### src/rtl/vga_pkg.sv
// 640x480@60 Hz VGA timing constants and counter types shared by the scanner slice.
package vga_pkg;

  typedef logic [9:0] h_cnt_t;
  typedef logic [9:0] v_cnt_t;

  localparam h_cnt_t H_ACTIVE = 10'd640;
  localparam h_cnt_t H_FP     = 10'd16;
  localparam h_cnt_t H_SYNC   = 10'd96;
  localparam h_cnt_t H_BP     = 10'd48;
  localparam h_cnt_t H_TOTAL  = 10'd800;

  localparam v_cnt_t V_ACTIVE = 10'd480;
  localparam v_cnt_t V_FP     = 10'd10;
  localparam v_cnt_t V_SYNC   = 10'd2;
  localparam v_cnt_t V_BP     = 10'd33;
  localparam v_cnt_t V_TOTAL  = 10'd525;

  localparam h_cnt_t H_LAST       = H_TOTAL - 10'd1;
  localparam v_cnt_t V_LAST       = V_TOTAL - 10'd1;
  localparam h_cnt_t H_SYNC_START = H_ACTIVE + H_FP;
  localparam h_cnt_t H_SYNC_END   = H_ACTIVE + H_FP + H_SYNC;
  localparam v_cnt_t V_SYNC_START = V_ACTIVE + V_FP;
  localparam v_cnt_t V_SYNC_END   = V_ACTIVE + V_FP + V_SYNC;

endpackage

### src/rtl/vga_timing.sv
// Free-running VGA h/v counters with raw (unaligned) sync and active flags.
module vga_timing
  import vga_pkg::*;
(
  input  logic   clk,
  input  logic   rst,
  input  logic   pix_en,
  output h_cnt_t h_cnt,
  output v_cnt_t v_cnt,
  output logic   hsync_raw,
  output logic   vsync_raw,
  output logic   active,
  output logic   line_end,
  output logic   frame_end
);

  always_ff @(posedge clk or posedge rst) begin
    if (rst) begin
      h_cnt <= '0;
      v_cnt <= '0;
    end else if (pix_en) begin
      if (line_end) begin
        h_cnt <= '0;
        v_cnt <= (v_cnt == V_LAST) ? '0 : v_cnt + 10'd1;
      end else begin
        h_cnt <= h_cnt + 10'd1;
      end
    end
  end

  assign line_end  = (h_cnt == H_LAST);
  assign frame_end = line_end && (v_cnt == V_LAST);
  assign hsync_raw = !((h_cnt >= H_SYNC_START) && (h_cnt < H_SYNC_END));
  assign vsync_raw = !((v_cnt >= V_SYNC_START) && (v_cnt < V_SYNC_END));
  assign active    = (h_cnt < H_ACTIVE) && (v_cnt < V_ACTIVE);

endmodule

### src/rtl/vga_image_scanner.sv
// Scans a Width x Height image onto 640x480 VGA with integer replication.
// Optional white cell grid overlay: define VGA_IMAGE_SCANNER_GRID_EN.
module vga_image_scanner
  import vga_pkg::*;
#(
  parameter int Width     = 50,
  parameter int Height    = 50,
  parameter int ColorBits = 3,
  parameter int Scale     = 8,
  parameter logic [ColorBits-1:0] BorderColor = '0
) (
  input  logic                 clk,
  input  logic                 rst,
  input  logic                 pix_en,
  output logic [8:0]           XRead,
  output logic [7:0]           YRead,
  input  logic [ColorBits-1:0] ReadValue,
  output logic                 vga_r,
  output logic                 vga_g,
  output logic                 vga_b,
  output logic                 hsync,
  output logic                 vsync,
  output logic                 video_on,
  output logic                 frame_start
);

  localparam logic [9:0] WIDTH_L  = 10'(Width);
  localparam logic [9:0] HEIGHT_L = 10'(Height);
  localparam logic [9:0] SCALE_M1 = 10'(Scale - 1);

  h_cnt_t h_cnt;
  v_cnt_t v_cnt;
  logic   hsync_raw, vsync_raw, active, line_end, frame_end;

  vga_timing u_timing (
    .clk       (clk),
    .rst       (rst),
    .pix_en    (pix_en),
    .h_cnt     (h_cnt),
    .v_cnt     (v_cnt),
    .hsync_raw (hsync_raw),
    .vsync_raw (vsync_raw),
    .active    (active),
    .line_end  (line_end),
    .frame_end (frame_end)
  );

  // Image walk: sub-counters replace a divide by Scale.
  logic [9:0] sub_x, img_x, sub_y, img_y;
  logic       in_image;

  always_ff @(posedge clk or posedge rst) begin
    if (rst) begin
      sub_x <= '0;
      img_x <= '0;
      sub_y <= '0;
      img_y <= '0;
    end else if (pix_en) begin
      if (line_end) begin
        sub_x <= '0;
        img_x <= '0;
      end else if (sub_x == SCALE_M1) begin
        sub_x <= '0;
        img_x <= img_x + 10'd1;
      end else begin
        sub_x <= sub_x + 10'd1;
      end
      if (frame_end) begin
        sub_y <= '0;
        img_y <= '0;
      end else if (line_end) begin
        if (sub_y == SCALE_M1) begin
          sub_y <= '0;
          img_y <= img_y + 10'd1;
        end else begin
          sub_y <= sub_y + 10'd1;
        end
      end
    end
  end

  assign in_image = active && (img_x < WIDTH_L) && (img_y < HEIGHT_L);

  function automatic logic [ColorBits-1:0] pick_color(input logic von, input logic in_img,
                                                      input logic [ColorBits-1:0] mem);
    if (!von)    return '0;
    if (!in_img) return BorderColor;
    return mem;
  endfunction

  // Stage p0: address issue, control flags captured alongside
  logic hs_p0, vs_p0, von_p0, in_p0, first_p0;

  always_ff @(posedge clk or posedge rst) begin
    if (rst) begin
      XRead    <= '0;
      YRead    <= '0;
      hs_p0    <= 1'b1;
      vs_p0    <= 1'b1;
      von_p0   <= 1'b0;
      in_p0    <= 1'b0;
      first_p0 <= 1'b0;
    end else if (pix_en) begin
      XRead    <= in_image ? img_x[8:0] : '0;
      YRead    <= in_image ? img_y[7:0] : '0;
      hs_p0    <= hsync_raw;
      vs_p0    <= vsync_raw;
      von_p0   <= active;
      in_p0    <= in_image;
      first_p0 <= (h_cnt == '0) && (v_cnt == '0);
    end
  end

  logic [ColorBits-1:0] color_next;

`ifdef VGA_IMAGE_SCANNER_GRID_EN
  logic grid_p0;

  always_ff @(posedge clk or posedge rst) begin
    if (rst) grid_p0 <= 1'b0;
    else if (pix_en) grid_p0 <= (sub_x == '0) || (sub_y == '0);
  end

  assign color_next = (in_p0 && grid_p0) ? '1 : pick_color(von_p0, in_p0, ReadValue);
`else
  assign color_next = pick_color(von_p0, in_p0, ReadValue);
`endif

  // Stage p1: memory data returned, colour and syncs registered to pins
  logic [ColorBits-1:0] rgb_p1;

  always_ff @(posedge clk or posedge rst) begin
    if (rst) begin
      rgb_p1   <= '0;
      hsync    <= 1'b1;
      vsync    <= 1'b1;
      video_on <= 1'b0;
    end else if (pix_en) begin
      rgb_p1   <= color_next;
      hsync    <= hs_p0;
      vsync    <= vs_p0;
      video_on <= von_p0;
    end
  end

  // Single-clk pulse even though the pixel it marks is held for a whole tick.
  always_ff @(posedge clk or posedge rst) begin
    if (rst) frame_start <= 1'b0;
    else     frame_start <= pix_en && first_p0;
  end

  assign vga_r = rgb_p1[2];
  assign vga_g = rgb_p1[1];
  assign vga_b = rgb_p1[0];

endmodule
### config.mk
export PLATFORM = sky130hd
export DESIGN_NAME = vga_image_scanner
export DESIGN_NICKNAME = d
export VERILOG_FILES = /design/src/rtl/vga_pkg.sv /design/src/rtl/vga_timing.sv /design/src/rtl/vga_image_scanner.sv
export SDC_FILE = /design/constraint.sdc
export NUM_CORES = 1
export LEC_CHECK = 0
export BUFFER_PORTS_ARGS = -buffer_cell sky130_fd_sc_hd__buf_4
export CAP_MARGIN = 20
export CELL_PAD_IN_SITES_DETAIL_PLACEMENT = 0
export CELL_PAD_IN_SITES_GLOBAL_PLACEMENT = 1
export CORE_MARGIN = 2
export CORE_UTILIZATION = 43
export DETAILED_ROUTE_END_ITERATION = 7
export PLACE_DENSITY = 0.82
export SYNTH_ARGS = -nofsm -noshare
export SYNTH_HDL_FRONTEND = slang
export SYNTH_SLANG_ARGS = --single-unit
### constraint.sdc
create_clock -name clk -period 2.7 [get_ports clk]
set_input_delay 0.27 -clock clk [delete_from_list [all_inputs] [get_ports clk]]
set_output_delay 0.27 -clock clk [all_outputs]
set_load 0.1 [all_outputs]
==> parameters.txt, run 1 <==
Parameter                              Value

Floorplanning
  Chip Height    105.6 um
  Die area    roughly 11000 um^2
  Die width    about 110 um
  Effective utilization at floorplan    a little over two fifths
  Cell row count    37
  Top Ports    30
  Standard cell core area    around 10000 um^2

Critical path
  Required arrival time at the worst endpoint    about 3.0 ns
  Crit Path Class    flip-flop to flip-flop
  Largest fanout of any net on the critical path    36
  Critical Path Source Type    flip-flop
  Data arrival, critical path    approximately 2.6 ns
  Number of cells on the worst reg-to-reg path    8
  Critical Path Sink Type    flip-flop

Timing
  Number of max-slew violations in the final report    0
  RSZ-0062 raised after global routing    no
  Peak clock frequency supported by timing    ~430 MHz
  Slew at the pin closest to its max-slew limit    ~0.66 ns
  Final sum of negative setup slack    0 ns
  Final Critical Period    about 2.3 ns
  Setup violations, final    0
  Slew headroom    between 50% and 60%
  Crit share post-route    85.20%
  Number of endpoints with negative hold slack in the final report    0
  Worst setup skew after layout    roughly 0.013 ns

Pwr
  Peak VDD IR    about 0.41 mV
  Leak Pwr    2.202 nW
  PwrDens    666.7 nW/um^2
  Pwr Total    roughly 3.4 mW

Clocking
  Clock transition at path regs    0.08 ns
  Buffer type at the clock tree root    sky130_fd_sc_hd__clkbuf_8
  # H-tree levels    3
  TritonCTS clock tree    built
  Number of clock sinks seen by CTS    between 80 and 90
  CTS Buffer Depth    2
  Total of cells resized after clock tree synthesis    0
  Inserted Clock Buffers    9
  CTS Hold Bufs    1
  Setup bufs post-CTS    0
  Clk Latency, worst-skew pair    roughly 0.37 ns

Synthesis
  Share of the synthesized area in the top cell type    47.91%
  Proportion of synthesized flip-flops having asynchronous set or reset    between 90% and 100%
  Number of synthesized register bits    89
  Part of the Yosys area used for sequential elements    about half
  Mean cell area of the mapped netlist    9.909 um^2
  Combined area of all synthesized cells    between 4000 and 5000 um^2
  Syn Inst Count    around 450
  Post-synth top area cell    sky130_fd_sc_hd__dfrtp_1
  Synth Warn #    0
  Cell types occupying the most area after synthesis    sky130_fd_sc_hd__dfrtp_1 48%, sky130_fd_sc_hd__nand2_1 3.3%, sky130_fd_sc_hd__nand3_1 3.3%
  Ys flop type    sky130_fd_sc_hd__dfrtp_1
  Count of flip-flops with a built-in enable after synthesis    0
  Synthesized net count    462
  Library cells used by synthesis    52

Status
  Status    completed

Cells and area
  Diodes inserted    0
  Layout Area Growth over Synthesis    14.01%
  Layout Nets    495
  Layout cells sized above 1    ~15%

Placement
  Quantity of I/O buffers inserted on ports    29
  Final weighted congestion in routability-driven placement    0.8181
  Placed wire-length estimate after detailed placement    6659 um

Drt
  Number of DRC violations after detailed-routing iteration 0    171
  Post-DRT Antenna Nets    0
  First drt pass iteration count    4
  Total wire length after detailed routing    9808 um
  DRC errors left    0
  Via total after detailed routing    around 3600
  Average routed wire per standard cell    between 15 and 20 um
  Routed vias/inst    5.717

Global routing
  Wire length of the first global-routing pass    17110 um
  Global router's overall resource usage    approximately a fifth
  Total grt overflow    0
  Number of global-route vias before repair    between 3000 and 4000
  Maximum number of pins on one net before global-route repair    41
  Initial antenna violation count    0

Hold path
  Instance count along the most critical hold path    3
  Min-Delay Path Class    input pin to flip-flop

Flow run
  Maximum Capacitance Violations    0
==> cell type report <==
class | instances | area [um^2]
clock buffers | 11 | 131.4
fillers | 954 | 5124
well taps | 136 | 170.2
repair buffers | 44 | 345.3
multi-input cells | 316 | 2046
clock inverters | 5 | 56.30
flip-flops and latches | 89 | 2232
inverters | 21 | 80.08
==> cells in the mapped netlist (10+ instances only) <==
cell type	count
sky130_fd_sc_hd__nand4_1	13
sky130_fd_sc_hd__clkbuf_1	20
sky130_fd_sc_hd__mux2i_1	13
sky130_fd_sc_hd__nand3_1	29
sky130_fd_sc_hd__nor3_1	10
sky130_fd_sc_hd__nor2_1	20
sky130_fd_sc_hd__dfrtp_1	85
sky130_fd_sc_hd__or3_1	10
sky130_fd_sc_hd__a22o_1	13
sky130_fd_sc_hd__a21oi_1	12
sky130_fd_sc_hd__o21ai_0	28
sky130_fd_sc_hd__nand2_1	39
sky130_fd_sc_hd__inv_1	21
==> layout by cell type, fill, tap and decap left out, types with 12 or more instances in the layout <==
| cell type | instances |
|---|---|
| sky130_fd_sc_hd__o21ai_0 | 28 |
| sky130_fd_sc_hd__mux2i_1 | 13 |
| sky130_fd_sc_hd__nand4_1 | 13 |
| sky130_fd_sc_hd__dfrtp_1 | 85 |
| sky130_fd_sc_hd__a21oi_1 | 12 |
| sky130_fd_sc_hd__nand2_1 | 39 |
| sky130_fd_sc_hd__buf_4 | 42 |
| sky130_fd_sc_hd__nor2_1 | 20 |
| sky130_fd_sc_hd__a22o_1 | 13 |
| sky130_fd_sc_hd__nand3_1 | 29 |
| sky130_fd_sc_hd__inv_1 | 20 |
==> worst paths after layout <==
| check | endpoint | slack [ns] | startpoint |
|---|---|---|---|
| max in group asynchronous | img_y[4] | 1.51 | rst |
| min in group asynchronous | u_timing.v_cnt[7] | 0.53 | rst |
| worst max-delay path | img_y[6] | 0.40 | u_timing.v_cnt[0] |
| worst min register to register | vs_p0 | 0.49 | vs_p0 |
| worst max register to register | img_y[6] | 0.40 | u_timing.v_cnt[0] |
| worst min-delay path | rgb_p1[0] | 0.16 | ReadValue[0] |
==> logic make-up after synthesis <==
| kind of cell | count (synthesis) | synth area share, % |
|---|---|---|
| fa+ha+maj | 8 | 2.255 |
| buf+inv | 43 | 3.636 |
| simple gates | 170 | 20.80 |
| xor+xnor | 16 | 3.157 |
| mux | 17 | 3.946 |
| flops | 89 | 50.28 |
| compound gates | 105 | 15.92 |
==> report_power, final <==
| group | switching (mW) | internal (mW) | leakage (nW) |
|---|---|---|---|
| clock | 0.476 | 0.427 | 0.0933 |
| sequential | 0.219 | 1.50 | 1.12 |
| combinational | 0.498 | 0.257 | 0.986 |
| total | 1.19 | 2.18 | 2.20 |
==> flip-flops by register name, summed over array words and instances (netlist names), 3 cells and up <==
register and flops:
XRead 9, YRead 8, img_x 10, img_y 10, rgb_p1 3, sub_x 10
sub_y 10, u_timing.h_cnt 10, u_timing.v_cnt 10
==> worst max-delay path, stage by stage, from the launching register on <==
cell                        delay, ns
sky130_fd_sc_hd__dfrtp_1         0.41
sky130_fd_sc_hd__inv_1           0.10
sky130_fd_sc_hd__ha_1            0.15
sky130_fd_sc_hd__nor4b_1         0.26
sky130_fd_sc_hd__buf_4           0.19
sky130_fd_sc_hd__nand3_1         0.10
sky130_fd_sc_hd__buf_4           0.27
sky130_fd_sc_hd__a2111oi_0       0.52
sky130_fd_sc_hd__mux2i_1         0.24
==> routing by layer <==
metal	vias up	wire length, um	track usage, %
met5	-	0	0
li1	1717	-	-
met3	9	443	4.082
met4	0	121	6.485
met2	95	4531	28.39
met1	1735	4712	27.35
==> through the flow <==
step,setup slack (ns),instance area (um^2),instances,hold WS (ns),utilization (%)
floorplan,0.1297,4439,448,0.4068,-
detailed placement,0.4376,4863,605,0.3857,47.75
finish,0.3996,5061,622,0.1551,49.69
global route,0.1400,5061,622,0.1587,49.69
global placement,0.5095,4863,605,0.3805,47.75
CTS,0.3984,5061,622,0.1409,49.69
Power figures use the tool's default switching activity.
==> inputs of run 2 (changes only) <==
- PLACE_DENSITY: 0.82 -> 0.73
==> parameters.txt, run 2 (same netlist as run 1, synthesis figures left out) <==
Parameter                              Value

Floorplanning
  Chip Height    about 110 um
  Cell row count    37
  Top Ports    30
  Die width    105.6 um
  Standard cell core area    10180 um^2
  Die area    roughly 11000 um^2
  Effective utilization at floorplan    between 40% and 50%

Pwr
  Clock Power Share    roughly a quarter
  Sw Ratio    a little under two fifths
  Part of the power in combinational logic    approximately 23%
  Internal power    2.101 mW
  Psw    1.224 mW
  PwrDens    between 600 and 700 nW/um^2
  Peak VDD IR    about 0.38 mV
  Leak Pwr    2.184 nW
  Share of power burned in registers    51.5%

Timing
  PnR worst setup slack    0.3557 ns
  Number of max-slew violations in the final report    0
  Crit share post-route    between 80% and 90%
  Number of endpoints with negative hold slack in the final report    0
  Setup violations, final    0
  Peak clock frequency supported by timing    ~430 MHz
  Slew at the pin closest to its max-slew limit    ~0.59 ns
  Slew headroom    around three fifths
  Final Critical Period    2.344 ns
  Worst Hold Slack    around 0.012 ns
  Worst setup skew after layout    0.01257 ns
  RSZ-0062 raised after global routing    no
  Final sum of negative setup slack    0 ns

Clocking
  Setup bufs post-CTS    0
  CTS Hold Bufs    0
  Number of clock sinks seen by CTS    between 80 and 90
  TritonCTS clock tree    built
  CTS Buffer Depth    2
  # H-tree levels    3
  Inserted Clock Buffers    9
  Total of cells resized after clock tree synthesis    0
  Clk Latency, worst-skew pair    about 0.36 ns
  Buffer type at the clock tree root    sky130_fd_sc_hd__clkbuf_8
  Clock transition at path regs    0.09 ns

Drt
  Average routed wire per standard cell    between 15 and 20 um
  Number of DRC violations after detailed-routing iteration 0    181
  Post-DRT Antenna Nets    0
  Total wire length after detailed routing    9614 um
  Routed vias/inst    5.619
  DRC errors left    0
  First drt pass iteration count    4
  Via total after detailed routing    roughly 3500

Global routing
  Initial antenna violation count    0
  Total grt overflow    0
  Wire length of the first global-routing pass    16760 um
  Maximum number of pins on one net before global-route repair    90
  Global router's overall resource usage    18.60%
  Number of global-route vias before repair    between 3000 and 4000

Cells and area
  Layout Area Growth over Synthesis    13.39%
  Most used cells in the layout excluding fill and tap cells    85 x sky130_fd_sc_hd__dfrtp_1, 41 x sky130_fd_sc_hd__buf_4, 39 x sky130_fd_sc_hd__nand2_1
  Final design instance area without fill    5034 um^2
  Layout Nets    about 500
  Layout cells sized above 1    between 10% and 20%
  Most frequent standard cell in the layout excluding fill and tap cells    sky130_fd_sc_hd__dfrtp_1
  Diodes inserted    0

Placement
  Total cell area at the placement stage    4856 um^2
  Final weighted congestion in routability-driven placement    a little over 0.8
  Placement-stage worst setup slack    slightly above 0.4 ns
  Placed wire-length estimate after detailed placement    roughly 6500 um
  Quantity of I/O buffers inserted on ports    29

Critical path
  Required arrival time at the worst endpoint    about 3.0 ns
  Largest fanout of any net on the critical path    19
  Crit Path Class    flip-flop to flip-flop
  Critical Path Source Type    flip-flop
  Critical Path Sink Type    flip-flop
  Data arrival, critical path    approximately 2.6 ns

Status
  Status    completed

Hold path
  Min-Delay Path Class    input pin to async pin

Flow run
  Maximum Capacitance Violations    0
run 2: cell type report:
type,count,area (um^2)
clock buffers,10,127.6
clock inverters,6,50.05
fillers,977,5151
inverters,21,80.08
multi-input cells,316,2046
flip-flops and latches,89,2232
well taps,136,170.2
repair buffers,42,327.8
run 2: final timing paths:
kind / start / cells after the start / end / slack, ns
worst max-delay path: u_timing.v_cnt[0] / 7 / img_y[6] / 0.36
worst min-delay path: rst / 3 / u_timing.v_cnt[8] / 0.01
worst max register to register: u_timing.v_cnt[0] / 7 / img_y[6] / 0.36
worst min register to register: first_p0 / 2 / first_p0 / 0.49
max in group asynchronous: rst / 3 / sub_y[7] / 2.33
min in group clk: ReadValue[0] / 3 / rgb_p1[0] / 0.14
run 2: worst max-delay path: stages, from the launching register on:
cell                        delay (ns)
sky130_fd_sc_hd__dfrtp_1          0.41
sky130_fd_sc_hd__inv_1            0.12
sky130_fd_sc_hd__ha_1             0.15
sky130_fd_sc_hd__nor4b_1          0.33
sky130_fd_sc_hd__nand3_1          0.24
sky130_fd_sc_hd__buf_4            0.26
sky130_fd_sc_hd__a2111oi_0        0.52
sky130_fd_sc_hd__mux2i_1          0.24
run 2: per-layer routing:
layer	track usage [%]	part of all wire, %	up-vias
met5	0	0	-
met3	2.412	2.4	12
met1	27.85	50	1710
met2	27.88	46	55
met4	6.203	1.4	0
li1	-	-	1707
run 2: power groups by stage:
stage | sequential [mW] | combinational [mW] | clock [mW]
after global routing | 1.75 | 0.835 | 0.961
final | 1.71 | 0.749 | 0.865
after floorplan | 1.91 | 0.374 | 0
after CTS | 1.71 | 0.756 | 0.893
after detailed placement | 1.73 | 0.754 | 0
after global placement | 1.73 | 0.747 | 0
run 2: stage by stage:
step	total power [mW]	std cells	util [%]
after global placement	2.472	604	47.68
final	3.325	620	49.42
after CTS	3.357	620	49.42
after global routing	3.541	620	49.42
after detailed placement	2.486	604	47.68
after floorplan	2.281	448	-
==> inputs of run 3 (changes only) <==
- clock period: 2.7 -> 2.1 ns (I/O delays scaled with it)
==> parameters.txt, run 3 (same netlist as run 1, synthesis figures left out) <==
Parameter                              Value

Global routing
  Wire length of the first global-routing pass    around 17000 um
  Initial antenna violation count    0
  Number of global-route vias before repair    3631
  Total grt overflow    0
  Maximum number of pins on one net before global-route repair    45
  Global router's overall resource usage    between 15 and 20%

Clocking
  Number of clock sinks seen by CTS    89
  CTS Buffer Depth    2
  # H-tree levels    3
  Clk Latency, worst-skew pair    about 0.37 ns
  Inserted Clock Buffers    9
  Clock transition at path regs    around 0.090 ns
  TritonCTS clock tree    built
  Buffer type at the clock tree root    sky130_fd_sc_hd__clkbuf_8

Drt
  Post-DRT Antenna Nets    0
  Average routed wire per standard cell    ~15 um
  DRC errors left    0
  Routed vias/inst    roughly 5.5
  First drt pass iteration count    4
  Number of DRC violations after detailed-routing iteration 0    about 180
  Via total after detailed routing    around 3600
  Total wire length after detailed routing    between 10000 and 15000 um

Critical path
  Required arrival time at the worst endpoint    about 2.4 ns
  Crit path top cell by count    sky130_fd_sc_hd__or4_4
  Setup slack of the worst register-to-register path    slightly below 0.007 ns
  CP cell instances    or4b_4 -> or4_4 -> or4_4 -> a21oi_2
  Origin of the critical flop-to-flop path    sub_x[3]
  Slowest stage delay, CP    0.56 ns
  Critical Path Source Type    flip-flop
  Critical Path Sink Type    flip-flop
  Largest fanout of any net on the critical path    4
  Number of cells on the worst reg-to-reg path    4
  Max stage delay cell, worst path    sky130_fd_sc_hd__or4b_4
  Crit Path Class    flip-flop to flip-flop
  R2r endpoint    img_x[7]
  Data arrival, critical path    roughly 2.4 ns

Cells and area
  Layout cells sized above 1    21.47%
  Layout Nets    around 530
  Filler Cells Inserted    951
  Most frequent standard cell in the layout excluding fill and tap cells    sky130_fd_sc_hd__dfrtp_1
  Diodes inserted    0
  Utilization after layout    roughly 53%
  Finished Layout Cells    653
  Total area of multi-input combinational cells    2087 um^2
  Final design instance area without fill    between 5000 and 6000 um^2
  Most used cells in the layout excluding fill and tap cells    85 x sky130_fd_sc_hd__dfrtp_1, 72 x sky130_fd_sc_hd__buf_4, 39 x sky130_fd_sc_hd__nand2_1
  Layout Area Growth over Synthesis    22.01%
  Storage cell area    between 2000 and 2500 um^2

Pwr
  Clock Power Share    just over 30%
  PwrDens    878.2 nW/um^2
  Sw Ratio    about 32%
  Internal power    3.222 mW
  Leak Pwr    ~2.4 nW
  Peak VDD IR    around 0.60 mV
  Psw    1.535 mW
  Part of the power in combinational logic    24.7%
  Share of power burned in registers    between 40 and 50%

Placement
  Placed Cells    approximately 640
  Total cell area at the placement stage    slightly above 5000 um^2
  Placement-stage worst setup slack    -0.01723 ns
  Quantity of I/O buffers inserted on ports    29
  Placed wire-length estimate after detailed placement    ~7200 um
  Final weighted congestion in routability-driven placement    about 0.79

Hold path
  Worst hold endpoint    rgb_p1[1]
  Instance count along the most critical hold path    3
  Min-Delay Path Class    input pin to flip-flop
  Startpoint of the worst hold path    ReadValue[1]

Timing
  Crit share post-route    between 90% and 100%
  PnR worst setup slack    around 0.007 ns
  Peak clock frequency supported by timing    roughly 480 MHz
  Setup violations, final    0
  Slew at the pin closest to its max-slew limit    0.5185 ns
  RSZ-0062 raised after global routing    yes
  Number of max-slew violations in the final report    0
  Slew headroom    approximately 65%
  Number of endpoints with negative hold slack in the final report    0
  Worst setup skew after layout    0.01135 ns
  Final Critical Period    2.093 ns

Floorplanning
  Cell row count    37
  Top Ports    30
  Die area    roughly 11000 um^2
  Die width    roughly 110 um
  Effective utilization at floorplan    between 40% and 50%
  Chip Height    between 100 and 150 um
  Standard cell core area    slightly above 10000 um^2

Status
  Status    completed

Flow run
  Maximum Capacitance Violations    0
run 3: how the worst max path moves through the flow:
stage	from	endpoint	depth (start not counted)
2_1_floorplan	sub_x[5]	img_x[8]	4
3_3_place_gp	sub_x[8]	img_x[7]	4
3_5_place_dp	sub_x[8]	img_x[7]	4
4_1_cts	sub_x[8]	img_x[7]	4
5_1_grt	sub_x[3]	img_x[7]	4
6_report	sub_x[3]	img_x[7]	4
run 3: per-stage QoR:
step                hold slack (ns)   TNS, ns  total power [mW]
floorplan                    0.3468         0             2.934
global placement             0.2066         0             3.314
detailed placement           0.2096  -0.01723             3.333
CTS                         0.06326  -0.03243             4.818
global route                0.06560  -0.06620             5.026
finish                      0.08501         0             4.757
run 3: final cells by class:
cell class                      instances  area share, %
Clock inverter                          4          1.825
Sequential cell                        89          41.21
Clock buffer                           12          2.864
Inverter                               21          1.525
Multi-Input combinational cell        316          38.53
Timing Repair Buffer                   75          10.90
Tap cell                              136          3.142
run 3: worst max-delay path: cells and delay by family, from the launching register on:
| family | cells | cell delay [ns] |
|---|---|---|
| simple gates | 3 | 1.49 |
| compound gates | 1 | 0.15 |
| flops | 1 | 0.40 |
run 3: power by group through the flow:
stage          clock network, mW  registers (mW)  logic [mW]
5_1_grt                     1.58            2.16        1.29
4_1_cts                     1.51            2.12        1.18
6_report                    1.46            2.12        1.18
3_3_place_gp                   0            2.15        1.17
2_1_floorplan                  0            2.45       0.481
3_5_place_dp                   0            2.16        1.18
run 3: what timing repair did:
| action | 4_1_cts | 5_1_grt |
|---|---|---|
| pin swaps | 0 | 5 |
| gates resized for setup | 3 | 6 |
| hold buffers | 1 | 0 |
| endpoints found under the setup margin | 2 | 18 |
| hold endpoints to repair | 12 | 0 |
| buffers inserted | 0 | 0 |
run 3: per-layer routing:
metal  vias to the layer above  share of wire (%)  global-route usage, %
met3                        10                3.7                  5.751
met2                        55                 48                  32.49
met5                         -                  0                      0
met1                      1761                 47                  24.86
li1                       1770                  -                      -
met4                         0                1.2                  5.075
